==> src/rtl/bypass_pipe.sv <==
// Valid/ready stream stage with a run-time choice between a combinational
// bypass and a DEPTH-stage elastic register pipeline; mode changes wait for drain.
module bypass_pipe #(
  parameter int DATA_WIDTH = 8,
  parameter int DEPTH      = 2
) (
  input  logic                           clk,
  input  logic                           rst,
  input  logic                           Bypass_Req,
  input  logic [DATA_WIDTH-1:0]          Input_Data,
  input  logic                           Input_Valid,
  output logic                           Input_Ready,
  output logic [DATA_WIDTH-1:0]          Output_Data,
  output logic                           Output_Valid,
  input  logic                           Output_Ready,
  output logic                           Bypass_Active,
  output logic [$clog2(DEPTH+1)-1:0]     Fill_Count
);

  localparam int FW = $clog2(DEPTH + 1);

  logic [DEPTH-1:0]      valid_q, valid_d;
  logic [DATA_WIDTH-1:0] data_q [DEPTH];
  logic [DATA_WIDTH-1:0] data_d [DEPTH];
  logic [DEPTH:0]        rdy;
  logic                  bypass_q, bypass_d;
  logic [FW-1:0]         fill_q, fill_d;
  logic                  pending;
  logic                  in_xfer, out_xfer;

  assign pending = (Bypass_Req != bypass_q);

  // Ready ripples back from the output so bubbles anywhere in the chain collapse.
  always_comb begin
    rdy        = '0;
    rdy[DEPTH] = Output_Ready;
    for (int k = DEPTH - 1; k >= 0; k--) begin
      rdy[k] = !valid_q[k] | rdy[k+1];
    end
  end

  assign in_xfer  = !bypass_q & Input_Valid & rdy[0] & !pending;
  assign out_xfer = !bypass_q & valid_q[DEPTH-1] & Output_Ready;

  always_comb begin
    valid_d = valid_q;
    for (int k = 0; k < DEPTH; k++) begin
      data_d[k] = data_q[k];
    end
    if (rdy[0]) begin
      valid_d[0] = in_xfer;
      if (in_xfer) begin
        data_d[0] = Input_Data;
      end
    end
    for (int k = 1; k < DEPTH; k++) begin
      if (rdy[k]) begin
        valid_d[k] = valid_q[k-1];
        if (valid_q[k-1]) begin
          data_d[k] = data_q[k-1];
        end
      end
    end
  end

  always_comb begin
    fill_d = fill_q;
    if (in_xfer && !out_xfer) begin
      fill_d = fill_q + FW'(1);
    end else if (out_xfer && !in_xfer) begin
      fill_d = fill_q - FW'(1);
    end
  end

  // The mode only flips once nothing is left in flight.
  always_comb begin
    bypass_d = bypass_q;
    if (pending && (fill_q == '0)) begin
      bypass_d = Bypass_Req;
    end
  end

  always_ff @(posedge clk or posedge rst) begin
    if (rst) begin
      valid_q  <= '0;
      bypass_q <= 1'b0;
      fill_q   <= '0;
      for (int k = 0; k < DEPTH; k++) begin
        data_q[k] <= '0;
      end
    end else begin
      valid_q  <= valid_d;
      bypass_q <= bypass_d;
      fill_q   <= fill_d;
      for (int k = 0; k < DEPTH; k++) begin
        data_q[k] <= data_d[k];
      end
    end
  end

  assign Input_Ready   = bypass_q ? (Output_Ready & !pending) : (rdy[0] & !pending);
  assign Output_Valid  = bypass_q ? (Input_Valid & !pending) : valid_q[DEPTH-1];
  assign Output_Data   = bypass_q ? Input_Data : data_q[DEPTH-1];
  assign Bypass_Active = bypass_q;
  assign Fill_Count    = fill_q;

endmodule

==> config.mk <==
export PLATFORM = sky130hd
export DESIGN_NAME = bypass_pipe
export DESIGN_NICKNAME = d
export VERILOG_FILES = /design/src/rtl/bypass_pipe.sv
export SDC_FILE = /design/constraint.sdc
export NUM_CORES = 1
export LEC_CHECK = 0
export ABC_AREA = 1
export CORE_MARGIN = 10
export CORE_UTILIZATION = 40
export DETAILED_ROUTE_END_ITERATION = 12
export PLACE_DENSITY = 0.69
export SYNTH_ARGS = -nofsm -noshare
export SYNTH_HDL_FRONTEND = slang
export SYNTH_SLANG_ARGS = --single-unit
==> constraint.sdc <==
create_clock -name clk -period 1.5 [get_ports clk]
set_input_delay 0.15 -clock clk [delete_from_list [all_inputs] [get_ports clk]]
set_output_delay 0.15 -clock clk [all_outputs]
set_load 0.01 [all_outputs]
==> flow_summary.toml <==
[run_status]
status = "finished, final reports clean"

[sta]
final.min_clock_period_ns = 1.44
hold_viol_final = 0
rsz0062_at_grt = "true"
hold_ws_ns = 0.152
max_freq_mhz = 693
fin_crit_sh = 0.962
finalMaxSlewViolations = 0
fin_setup_tns_ns = 0
worst_slew_pin_slew_ns = 0.278
skew_ns = 0.00591
slew_headroom = 0.814
setup_viol = 0

[logic_synthesis]
synth_compound_area_frac = 0.0803
synth.area.top_cells = "dfrtp_1 50%, nand2_1 13%, inv_1 6.0%, nand4_1 5.3%, a21oi_1 4.3%"
post_synth_num_cell_types = 17
synthMuxAreaShare = 0
synth_top_family_by_area = "simple AND/OR/NAND/NOR gates"
synth_top_cell_area_share = 0.496
syn_avg_cell_area_um2 = 8.41
synthTopCellsByCount = "37 x nand2_1, 21 x dfrtp_1, 17 x inv_1"
ys_warn_count = 0
synth_nets = 140
synth-xor-area-share = 0.00826
ys_seq_area_frac = 0.496
synth_edf_count = 0
synthSimpleGateAreaFrac = 0.313
synth.most_common_cell = "nand2_1"
synth-seq-cells = 21
synth.cell_area_um2 = 1060
yosysTopAreaCell = "dfrtp_1"
synthArstFlopShare = 1.00
synthAdderAreaFrac = 0.0118
syn_inst = 126
ys.flop_type = "dfrtp_1"

[route]
via_per_inst = 4.83
met2WireLength_um = 1220
drt-total-wl_um = 2540
ant_nets = 0
met3_length_um = 108
first_iter_violations = 24
top_layer_used = "met4"
drt-met1-wl_um = 1180
routedWlPerCell_um = 13.2
vias = 928
drcViolationCount = 0
drtPass1Iterations = 4

[floorplan]
die_y_um = 71.5
core_um2 = 2500
die_area_um2 = 5110
fp.dieW_um = 71.5
io-pin-count = 26
floorplan.initialDensity = 0.424
rows = 18

[grt]
grt_pass1_wl_um = 4440
grt_usage = 0.104
grt_start_max_net_pins = 22
overflow = 0
grt_antenna_before_repair = 0
grt_pass1_vias = 1015

[power]
power.total_uw = 2540
power_leakage_uw = 0.000745
p_per_area_nw_per_um2 = 1820
irDropWorstVdd_mv = 0.972

[clocking]
h-tree-depth = 1
clockBufferDepth = 2
clkLatencyLatePin_ns = 0.31
clk_pin_slew_ns = 0.12
cts_buffers = 3
cts_sinks = 21
cts_root_buf = "clkbuf_4"
tritoncts = "yes"

[finish]
nNetsFinal = 177
syn_to_final_growth_pct = 31.6
antenna_cells = 0
drive_gt1_frac = 0.222
fill_cells = 245
instances_no_fill = 192

[worst_setup_path]
crit_path_max_incr_delay_ns = 0.56
crit_type = "register to output port"
critPathTopFamily = "buffers and inverters"
cp.arrival_ns = 1.29
cp-end-kind = "output port"
crit_path_start_kind = "register"
crit_chain = "clkdlybuf4s50_1"
cpMaxStageDelayCell = "clkdlybuf4s50_1"
cp.required_ns = 1.35
cp_max_fo = 4
cp_num_buf_inv = 1

[place]
gp_congestion = 0.815
port_buffers = 25
dp_cells = 187
dp_hpwl_um = 1900

[worst_hold_path]
hp-class = "input port to asynchronous set/reset pin"

[flow_run]
maxCapViolations = 0
[routing by layer]
metal / vias to the layer above / global-route usage
met3: 4 / 0.0248
li1: 473 / -
met1: 431 / 0.116
met4: 0 / 0.0387
met2: 20 / 0.186
met5: - / 0
[placed cells by master, fill, tap and decap left out]
cell and count:
a21oi_1 9, buf_2 9, buf_4 9, buf_6 2, clkbuf_1 1, clkbuf_2 1
clkbuf_4 3, clkdlybuf4s50_1 14, dfrtp_1 19, dfrtp_2 2, dlygate4sd2_1 1, ha_4 1
inv_1 15, inv_2 2, nand2_1 37, nand2_2 1, nand2_4 3, nand3_1 3
nand3_2 1, nand3_4 1, nand4_1 9, nor2_1 9, nor2_8 1, o21ai_0 8
xnor2_1 1
[cell families after synthesis]
kind of cell | Yosys count
simple gates | 65
buf+inv | 21
flops | 21
compound gates | 17
xor+xnor | 1
fa+ha+maj | 1
[cell type report]
| class | count | area [um^2] | share of cell area |
|---|---|---|---|
| repair buffers | 36 | 289 | 0.207 |
| well taps | 30 | 37.5 | 0.0269 |
| flip-flops and latches | 21 | 528 | 0.378 |
| clock buffers | 4 | 26.3 | 0.0188 |
| inverters | 17 | 63.8 | 0.0457 |
| multi-input cells | 84 | 450 | 0.323 |
[sequential cells by signal, summed over array words and instances (netlist names)]
name / cells
Fill_Count: 2
valid_q: 2
data_q: 16
Bypass_Active: 1
[timing repair]
action	CTS	global route
setup buffers	1	0
hold buffers	0	0
endpoints found under the setup margin	12	8
gates resized for setup	39	9
[final timing paths]
check	startpoint	depth (start not counted)	slack [ns]	end
min in group clk	Input_Data[2]	3	0.43	data_q[10]
max in group asynchronous	rst	3	1.11	Bypass_Active
worst min-delay path	rst	3	0.15	data_q[8]
worst min register to register	data_q[11]	2	0.49	data_q[11]
worst max register to register	Bypass_Active	11	0.07	Fill_Count[1]
worst max-delay path	Fill_Count[1]	1	0.06	Fill_Count[1]
[stage by stage]
step	setup WS, ns	area (um^2)	util
6_report	0.0566	1400	0.558
5_1_grt	-0.0331	1400	0.558
4_1_cts	0.000975	1420	0.568
3_5_place_dp	-0.248	1400	0.561
3_3_place_gp	-0.235	1400	0.561
2_1_floorplan	0.0165	1070	-
[power breakdown]
group / switching [uW] / internal (uW) / leakage, uW / total, uW
Sequential: 152 / 830 / 0.000252 / 982
Combinational: 700 / 578 / 0.000479 / 1280
Clock: 180 / 104 / 0.0000150 / 284
Total: 1030 / 1510 / 0.000745 / 2540
Note: power is estimated with default switching activity, not from simulation.
